<file path="config.mk">
export PLATFORM = sky130hd
export DESIGN_NAME = key_event_scan
export DESIGN_NICKNAME = d
export VERILOG_FILES = /design/src/rtl/key_event_scan.sv
export SDC_FILE = /design/constraint.sdc
export NUM_CORES = 1
export LEC_CHECK = 0
export ABC_AREA = 1
export CORE_MARGIN = 8
export CORE_UTILIZATION = 38
export CTS_BUF_LIST = sky130_fd_sc_hd__clkbuf_2
export DETAILED_ROUTE_END_ITERATION = 6
export GPL_TIMING_DRIVEN = 0
export SYNTH_ARGS = -nofsm -noshare
export SYNTH_HDL_FRONTEND = slang
export SYNTH_SLANG_ARGS = --single-unit
</file>
<file path="constraint.sdc">
create_clock -name clk -period 2.2 [get_ports clk]
set_input_delay 0.44 -clock clk [delete_from_list [all_inputs] [get_ports clk]]
set_output_delay 0.44 -clock clk [all_outputs]
set_load 0.01 [all_outputs]
</file>
<file path="src/rtl/key_event_scan.sv">
// key_event_scan: debounces KEY_NUM raw key inputs, exports the debounced
// level vector with a legacy change pulse, and classifies key activity into
// PRESS / RELEASE / LONG / REPEAT events delivered one at a time over a
// valid/ready handshake.
//
// Per-channel hold FSM:
//   state    | meaning
//   ---------+--------------------------------------------------------------
//   H_IDLE   | key released (or just pressed), hold counter at zero
//   H_LONG   | key held, counting towards the LONG event
//   H_REPEAT | LONG already emitted, counting REPEAT periods
//   H_SAT    | LONG already emitted, repeats disabled, counter frozen
module key_event_scan #(
  parameter int KEY_NUM      = 4,
  parameter bit ACTIVE_LOW   = 1'b1,
  parameter int DEBOUNCE_CYC = 1000000,
  parameter int LONG_CYC     = 50000000,
  parameter int REPEAT_CYC   = 10000000,
  parameter bit REPEAT_EN    = 1'b1
) (
  input  logic               clk,
  input  logic               rst_n,
  input  logic [KEY_NUM-1:0] key,
  output logic [KEY_NUM-1:0] key_data,
  output logic               key_chg,
  output logic               evt_valid,
  input  logic               evt_ready,
  output logic [3:0]         evt_key,
  output logic [1:0]         evt_type,
  output logic               evt_ovf,
  input  logic               ovf_clr
);

  localparam logic REL_LVL = ACTIVE_LOW;
  localparam logic PRS_LVL = !ACTIVE_LOW;

  localparam int DB_W   = (DEBOUNCE_CYC > 1) ? $clog2(DEBOUNCE_CYC) : 1;
  localparam int LONG_W = (LONG_CYC > 1) ? $clog2(LONG_CYC) : 1;
  localparam int REP_W  = (REPEAT_CYC > 1) ? $clog2(REPEAT_CYC) : 1;
  localparam int HOLD_W = (LONG_W > REP_W) ? LONG_W : REP_W;

  localparam logic [DB_W-1:0]   DB_LAST   = DB_W'(DEBOUNCE_CYC - 1);
  localparam logic [HOLD_W-1:0] LONG_LAST = HOLD_W'(LONG_CYC - 1);
  localparam logic [HOLD_W-1:0] REP_LAST  = HOLD_W'(REPEAT_CYC - 1);

  localparam logic [1:0] EVT_PRESS   = 2'd0;
  localparam logic [1:0] EVT_RELEASE = 2'd1;
  localparam logic [1:0] EVT_LONG    = 2'd2;
  localparam logic [1:0] EVT_REPEAT  = 2'd3;

  typedef enum logic [1:0] {
    H_IDLE   = 2'd0,
    H_LONG   = 2'd1,
    H_REPEAT = 2'd2,
    H_SAT    = 2'd3
  } hold_state_t;

  logic [KEY_NUM-1:0] sync1;
  logic [KEY_NUM-1:0] sync2;
  logic [DB_W-1:0]    db_cnt [KEY_NUM];
  logic [KEY_NUM-1:0] accept;
  logic [KEY_NUM-1:0] key_data_d;
  logic [KEY_NUM-1:0] pressed;

  hold_state_t        hold_st      [KEY_NUM];
  hold_state_t        hold_nxt     [KEY_NUM];
  logic [HOLD_W-1:0]  hold_cnt     [KEY_NUM];
  logic [HOLD_W-1:0]  hold_cnt_nxt [KEY_NUM];
  logic [KEY_NUM-1:0] hold_evt;
  logic [1:0]         hold_type    [KEY_NUM];

  logic [KEY_NUM-1:0] new_evt;
  logic [1:0]         new_type  [KEY_NUM];
  logic [KEY_NUM-1:0] slot_vld;
  logic [1:0]         slot_type [KEY_NUM];

  logic               load;
  logic               sel_found;
  logic [3:0]         sel_idx;
  logic [1:0]         sel_type;
  logic [KEY_NUM-1:0] take_mask;
  logic               ovf_hit;

  assign pressed = ACTIVE_LOW ? ~key_data : key_data;
  assign load    = !evt_valid || evt_ready;

  // Two-flop synchroniser; only sync2 feeds the debouncers.
  always_ff @(posedge clk or negedge rst_n) begin
    if (!rst_n) begin
      sync1 <= {KEY_NUM{REL_LVL}};
      sync2 <= {KEY_NUM{REL_LVL}};
    end else begin
      sync1 <= key;
      sync2 <= sync1;
    end
  end

  // A channel accepts its synced level after DEBOUNCE_CYC mismatching cycles.
  always_comb begin
    accept = '0;
    for (int i = 0; i < KEY_NUM; i++) begin
      accept[i] = (sync2[i] != key_data[i]) && (db_cnt[i] == DB_LAST);
    end
  end

  // Debounce counters and the debounced level register.
  always_ff @(posedge clk or negedge rst_n) begin
    if (!rst_n) begin
      key_data <= {KEY_NUM{REL_LVL}};
      for (int i = 0; i < KEY_NUM; i++) begin
        db_cnt[i] <= '0;
      end
    end else begin
      for (int i = 0; i < KEY_NUM; i++) begin
        if (sync2[i] == key_data[i]) begin
          db_cnt[i] <= '0;
        end else if (accept[i]) begin
          db_cnt[i]   <= '0;
          key_data[i] <= sync2[i];
        end else begin
          db_cnt[i] <= db_cnt[i] + DB_W'(1);
        end
      end
    end
  end

  // Legacy change pulse: one cycle after any debounced bit moves.
  always_ff @(posedge clk or negedge rst_n) begin
    if (!rst_n) begin
      key_data_d <= {KEY_NUM{REL_LVL}};
      key_chg    <= 1'b0;
    end else begin
      key_data_d <= key_data;
      key_chg    <= |(key_data ^ key_data_d);
    end
  end

  // Hold FSM state and counter registers.
  always_ff @(posedge clk or negedge rst_n) begin
    if (!rst_n) begin
      for (int i = 0; i < KEY_NUM; i++) begin
        hold_st[i]  <= H_IDLE;
        hold_cnt[i] <= '0;
      end
    end else begin
      for (int i = 0; i < KEY_NUM; i++) begin
        hold_st[i]  <= hold_nxt[i];
        hold_cnt[i] <= hold_cnt_nxt[i];
      end
    end
  end

  // Hold FSM next state: LONG after LONG_CYC held cycles, then periodic REPEAT.
  always_comb begin
    for (int i = 0; i < KEY_NUM; i++) begin
      hold_nxt[i]     = hold_st[i];
      hold_cnt_nxt[i] = hold_cnt[i];
      hold_evt[i]     = 1'b0;
      hold_type[i]    = EVT_LONG;
      if (!pressed[i]) begin
        hold_nxt[i]     = H_IDLE;
        hold_cnt_nxt[i] = '0;
      end else begin
        case (hold_st[i])
          H_IDLE, H_LONG: begin
            if (hold_cnt[i] == LONG_LAST) begin
              hold_evt[i]     = 1'b1;
              hold_type[i]    = EVT_LONG;
              hold_cnt_nxt[i] = '0;
              hold_nxt[i]     = REPEAT_EN ? H_REPEAT : H_SAT;
            end else begin
              hold_cnt_nxt[i] = hold_cnt[i] + HOLD_W'(1);
              hold_nxt[i]     = H_LONG;
            end
          end
          H_REPEAT: begin
            if (hold_cnt[i] == REP_LAST) begin
              hold_evt[i]     = 1'b1;
              hold_type[i]    = EVT_REPEAT;
              hold_cnt_nxt[i] = '0;
            end else begin
              hold_cnt_nxt[i] = hold_cnt[i] + HOLD_W'(1);
            end
          end
          H_SAT: begin
            hold_cnt_nxt[i] = hold_cnt[i];
          end
          default: begin
            hold_nxt[i]     = H_IDLE;
            hold_cnt_nxt[i] = '0;
          end
        endcase
      end
    end
  end

  // Per-channel event source; a debounced transition wins over a hold event
  // so a release coinciding with LONG/REPEAT is never lost.
  always_comb begin
    for (int i = 0; i < KEY_NUM; i++) begin
      new_evt[i]  = accept[i] | hold_evt[i];
      new_type[i] = hold_type[i];
      if (accept[i]) begin
        new_type[i] = (sync2[i] == PRS_LVL) ? EVT_PRESS : EVT_RELEASE;
      end
    end
  end

  // Lowest-index occupied slot; scanning downwards leaves the lowest selected.
  always_comb begin
    sel_found = 1'b0;
    sel_idx   = 4'd0;
    sel_type  = EVT_PRESS;
    for (int i = KEY_NUM - 1; i >= 0; i--) begin
      if (slot_vld[i]) begin
        sel_found = 1'b1;
        sel_idx   = 4'(i);
        sel_type  = slot_type[i];
      end
    end
  end

  // Slot being unloaded this cycle, and overflow into a slot that stays busy.
  always_comb begin
    take_mask = '0;
    for (int i = 0; i < KEY_NUM; i++) begin
      take_mask[i] = load && sel_found && (sel_idx == 4'(i));
    end
    ovf_hit = |(new_evt & slot_vld & ~take_mask);
  end

  // Pending slots: a new event always lands, overwriting any stale type.
  always_ff @(posedge clk or negedge rst_n) begin
    if (!rst_n) begin
      slot_vld <= '0;
      for (int i = 0; i < KEY_NUM; i++) begin
        slot_type[i] <= EVT_PRESS;
      end
    end else begin
      for (int i = 0; i < KEY_NUM; i++) begin
        if (new_evt[i]) begin
          slot_vld[i]  <= 1'b1;
          slot_type[i] <= new_type[i];
        end else if (take_mask[i]) begin
          slot_vld[i] <= 1'b0;
        end
      end
    end
  end

  // Output register: reloads whenever empty or handshaking, holds while stalled.
  always_ff @(posedge clk or negedge rst_n) begin
    if (!rst_n) begin
      evt_valid <= 1'b0;
      evt_key   <= 4'd0;
      evt_type  <= EVT_PRESS;
    end else if (load) begin
      evt_valid <= sel_found;
      if (sel_found) begin
        evt_key  <= sel_idx;
        evt_type <= sel_type;
      end
    end
  end

  // Sticky overflow flag; clear beats a simultaneous set.
  always_ff @(posedge clk or negedge rst_n) begin
    if (!rst_n) begin
      evt_ovf <= 1'b0;
    end else if (ovf_clr) begin
      evt_ovf <= 1'b0;
    end else if (ovf_hit) begin
      evt_ovf <= 1'b1;
    end
  end

endmodule

</file>
======== Word-level counts from Yosys, hierarchy flattened ========
Index checks and enable logic that the tools add are counted.
word-level totals
  memory bits (read-only) ................. 0
  bits of input ports ..................... 8
  word-level logic and storage cells ...... 222
  RAM bits ................................ 0
  memories kept ........................... 0
  bits in latches ......................... 0
  output and inout bits ................... 13
  register bits ........................... 229
cells by class
  shifts and indexed selects .............. 0
  add/sub/neg operators ................... 8
  muxes and demuxes ....................... 94
  multiply operators ...................... 0
  reductions and logical operators ........ 32
  bitwise operators ....................... 13
  div/mod/pow operators ................... 0
  order comparisons ....................... 0
  eq/ne operators ......................... 43
operators by type and width
  kind                   count
  $mux 26                12
  $pmux 26 s2            4
  $mux 20                8
  $add 26x1->26 const B  4
  $eq 26x24->1 const B   4
  $eq 26x26->1 const B   4
  $add 20x1->20 const B  4
  $eq 20x20->1 const B   4
  $mux 2                 23
  $mux 1                 42
  $eq 2x2->1 const B     8
  $reduce_and 2->1       5
  $reduce_bool 2->1      5
  $logic_and 1x1->1      9
  $and 4x4->4            2
  $eq 2x1->1 const B     4
  $eq 4x2->1 const B     2
  $logic_not 2->1        4
  $ne 2x1->1 const B     4
  $ne 2x2->1 const B     4
  $not 4->4              2
  $pmux 1 s2             4
  $reduce_or 2->1        4
  $reduce_or 4->1        2
  10 further kinds       22

======== Longest topological paths before layout ========
Gate-level depths: netlist (run 1).
  depth in word-level cells ............... 11
  gate-level depth with buffers ........... 14
  depth with buffers taken out ............ 13

======== Worst setup path after synthesis (run 1) ========
No wires, ideal clock.
  kind .................................... register to register
  from .................................... register key_data[3]
  to ...................................... register db_cnt[3] in the netlist's numbering
  path slack .............................. 0.489 ns
  period minus slack after synthesis ...... 1.711 ns
  arrival time ............................ 1.589 ns
  library setup time ...................... 0.123 ns
  buffers on the path ..................... 2
  data required time ...................... 2.077 ns
  cell stages (with the launch flop) ...... 11
  cell sequence ........................... dfstp_2 -> buf_2 -> xor2_1 -> inv_2 -> nor3_1 -> nand3_2 -> inv_1 -> nor2_2 -> inv_2 -> buf_6 -> nor3b_2
between the ends
  cells in the longest elaborated chain, start to end .. 4
  elaborated cells between the ends (all ways) .. 5
  those cells by class .................... 2 x eq/ne; 2 x mux; 1 x reduce/logical
ends and longest elaborated chain
  what                               line  source
  from (decl)                        24    output logic [KEY_NUM-1:0] key_data,
  from (signal assigned)             109   key_data <= {KEY_NUM{REL_LVL}};
  from (signal, indexed assignment)  119   key_data[i] <= sync2[i];
  $ne 1x1->1                         102   accept[i] = (sync2[i] != key_data[i]) && (db_cnt[i] == DB_LAST);
  $logic_and 1x1->1                  102
  $mux 20                            117   end else if (accept[i]) begin
  $mux 20 (*)                        115   if (sync2[i] == key_data[i]) begin
  to (signal, indexed assignment)    121   db_cnt[i] <= db_cnt[i] + DB_W'(1);
  to (decl)                          60    logic [DB_W-1:0] db_cnt [KEY_NUM];
Every way passes the cells marked *; elsewhere a longest branch is shown, timed or not.
A chain may end at the register's enable or synchronous reset.

======== Worst setup path in the final report (run 1) ========
  from .................................... register key_data[0]
  to ...................................... register db_cnt[74] in the netlist's numbering
The elaborated chain is that of the path after synthesis.

==> results of run 1 <==
worst min-delay path: cells and delay by family:
family | cells | cell delay [ns]
buffers and inverters | 3 | 1.08
cell type report:
type | instances | area share
Timing Repair Buffer | 31 | 0.0212
Multi-Input combinational cell | 1187 | 0.436
Sequential cell | 227 | 0.391
Tap cell | 455 | 0.0390
Antenna cell | 1 | 0.000171
Clock inverter | 26 | 0.0132
Buffer | 26 | 0.0106
Inverter | 220 | 0.0567
Clock buffer | 95 | 0.0326
worst max path at each step:
stage                     cells past startpoint  slack, ns    endpoint        start
after floorplan                              10       0.49   db_cnt[3]  key_data[3]
after global placement                        1      -9.37  db_cnt[79]        rst_n
after CTS                                     1      0.009  evt_key[0]   evt_key[0]
after detailed placement                      9       0.14  db_cnt[74]  key_data[0]
after global routing                         10      0.001  db_cnt[74]  key_data[0]
final                                        10       0.11  db_cnt[74]  key_data[0]
synth_stat cells (all sizes together), types with 2 or more instances:
library cell / n / area share
nand2: 309 / 0.092
nor2: 265 / 0.086
inv: 220 / 0.064
dfrtp: 211 / 0.41
nand3: 124 / 0.054
nor3: 103 / 0.051
a21oi: 79 / 0.031
o21ai: 63 / 0.024
xor2: 63 / 0.044
nand4: 58 / 0.030
buf: 20 / 0.010
dfstp: 16 / 0.032
xnor2: 16 / 0.011
o22ai: 14 / 0.0077
nor4: 13 / 0.0074
o21a: 13 / 0.0075
nand3b: 10 / 0.0058
or2: 10 / 0.0048
ha: 8 / 0.0077
nor3b: 7 / 0.0044
a31oi: 6 / 0.0029
and3: 6 / 0.0029
clkbuf: 6 / 0.0017
a211oi: 4 / 0.0035
o211ai: 3 / 0.0017
a21boi: 2 / 0.0012
cells in the final DEF (no fill, tap or decap), drive strengths merged, types with 2 or more instances in the layout:
cell type / synthesis / routed
nand3: 124 / 124
dfstp: 16 / 16
nor3b: 7 / 7
nor2: 265 / 265
nor3: 103 / 103
o21a: 13 / 13
a21oi: 79 / 79
a21boi: 2 / 2
dfrtp: 211 / 211
and3: 6 / 6
clkdlybuf4s50: 0 / 6
or2: 10 / 10
nand2: 309 / 309
clkinv: 0 / 20
a31oi: 6 / 6
o211ai: 3 / 3
inv: 220 / 222
xor2: 63 / 63
clkdlybuf4s15: 0 / 3
a211oi: 4 / 4
dlygate4sd3: 0 / 6
nand3b: 10 / 10
o22ai: 14 / 14
xnor2: 16 / 16
dlygate4sd2: 0 / 3
o21ai: 63 / 63
conb: 1 / 2
nor4: 13 / 13
nand4: 58 / 58
clkbuf: 6 / 102
ha: 8 / 8
bufinv: 0 / 3
buf: 20 / 32
through the flow:
stage	cell area, µm²	worst slack [ns]	hold slack [ns]	TNS [ns]	utilization
after global routing	14600	0.00136	0.136	0	0.428
after global placement	13800	-9.37	0.346	-2071.02	0.404
after CTS	14600	0.00948	0.104	0	0.427
final	14600	0.105	0.217	0	0.428
after detailed placement	13800	0.144	0.348	0	0.406
after floorplan	13000	0.489	0.144	0	-
registers in the layout (all words and copies together), names as in the netlist:
register,count
evt_type,2
slot_type,8
evt_key,2
key_data_d,4
sync1,4
evt_valid,1
slot_vld,4
db_cnt,80
evt_ovf,1
key_data,4
hold_cnt,104
sync2,4
hold_st,8
key_chg,1
power by group through the flow:
| stage | Combinational, mW | Sequential (mW) | Clock (mW) |
|---|---|---|---|
| global route | 0.511 | 4.36 | 3.87 |
| floorplan | 0.193 | 4.41 | 0 |
| finish | 0.441 | 4.35 | 3.46 |
| CTS | 0.457 | 4.35 | 3.66 |
| detailed placement | 0.474 | 4.43 | 0 |
| global placement | 0.458 | 4.44 | 0 |
cells by family after synthesis:
kind of cell | count (synthesis)
simple gates | 905
buf+inv | 246
flops | 227
compound gates | 192
xor+xnor | 79
fa+ha+maj | 8
other cells | 1
mux | 1
timing repair:
| item | in CTS | in global routing |
|---|---|---|
| endpoints found under the setup margin | 11 | 8 |
| hold buffers | 6 | 0 |
| pin swaps | 0 | 1 |
| endpoints found under the hold margin | 118 | 0 |
| gates resized for setup | 26 | 7 |
| buffers inserted | 4 | 1 |
per-layer routing:
layer  part of all wire  global-route usage  vias to the layer above
met3              0.045              0.0330                       67
met4              0.026              0.0591                        0
met1               0.48               0.204                     5195
met5                  0                   0                        -
met2               0.45               0.240                      255
li1                   -                   -                     5693
==> metrics.yaml, run 1 <==
sta:
  rsz0062_at_grt: "no"
  hold_viol: 0
  fin_crit_sh: 0.952
  final_max_slew_viol_count: 0
  fmax_mhz: 477
  final.setup_skew_ns: 0.0657
  finalSetupViolCount: 0
  period_minus_slack_ns: 2.09
  worst-slew-pin-transition_ns: 0.598
  max-slew-margin-rel: 0.601
clock_tree:
  cts_max_level: 3
  cts_tree: "built"
  root_buffer: "clkbuf_2"
  path_clk_slew_ns: 0.10
  clk_latency_ns: 0.88
  numCtsBuffers: 67
  cts_sinks: 227
  clk_path_buf_depth: 3
drt:
  viasPerCell: 4.94
  wire_per_inst_um: 13.5
  drc_errors: 0
  drt_iter0_markers: 736
  vias: 11200
  wl_um: 30500
  drt_first_pass_iters: 5
  drtAntennaViolNets: 0
synthesis:
  synth_cell_types: 57
  synth_ff_type: "dfrtp_1"
  synth_xor_area_frac: 0.0551
  yosysWarningCount: 0
  synth_compound_area_frac: 0.0845
  synth.area.mux_share: 0.000768
  yosysSeqAreaShare: 0.438
  yosys.area_share.adder: 0.00768
  synth-edff-count: 0
  syn_area_per_cell_um2: 7.85
  synth_top_family_by_area: "simple AND/OR/NAND/NOR gates"
  yosys.area_share.simple: 0.339
  yosys_register_bits: 227
  syn_area_um2: 13000
  async_flop_share: 1.00
  netlist_instances: 1659
global_routing:
  grt_pass1_vias: 11000
  grt-ovfl-total: 0
  grtUsageTotal: 0.153
  antenna_found_initial: 1
  grt_max_degree: 115
  grt_pass1_wl_um: 52500
setup_path:
  worstPathCellList: "buf_4, buf_6, xor2_4, nand3_1, nor3_1, nand3_2, nand2_4, inv_2, o211ai_1, inv_1"
  slowest_delay_ns: 0.58
  reg2reg_depth: 10
  slowest_stage: "dfstp_2"
  worstPathRequired_ns: 2.96
  path_delay_family: "simple AND/OR/NAND/NOR gates"
  reg2reg_from: "key_data[0]"
  arrival_ns: 2.86
  cp-start-kind: "flip-flop"
  worstReg2RegEnd: "db_cnt[74]"
  worst_setup_path_end_kind: "flip-flop"
  path_buf_inv: 4
  crit_type: "flip-flop to flip-flop"
  worst-path-max-fanout: 10
  ff2ff_setup_slack_ns: 0.11
power:
  switching_power_mw: 2.30
  p_int_mw: 5.95
  power_mw: 8.25
  power_leakage_nw: 6.45
  switching_share: 0.278
  clockPowerShare: 0.419
  seqPwrFrac: 0.527
  peakVddDrop_mv: 0.289
  combinationalPowerShare: 0.054
  power_density_nw_per_um2: 565
layout:
  drive_gt1_frac: 0.168
  multi_input_area_um2: 6360
  fin_nets: 1776
  syn2layout_area_growth_pct: 12.1
  num-fill-cells: 3456
  regArea_um2: 5700
  final_cells: 2268
placed_design:
  io_buffer_count: 18
  dp.cells: 2135
  dpl.hpwl_um: 21900
  gp_congestion: 0.887
run:
  drv_cap: 0
floorplan:
  die_area_um2: 40500
  die_w_um: 201
  die_height_um: 201
  num_rows: 68
  core_area_um2: 34100
  initial_utilization: 0.382
  io_pins: 21
min_path:
  hp-class: "input port to async pin"
run_status:
  outcome: "finished, final reports clean"
Power figures use the tool's default switching activity.
==> run 2, diff against run 1 <==
Settings changed: CAP_MARGIN from default to 15.
==> results of run 2 <==
Same layout as run 1: the final DEF is identical, and so are final timing and power.
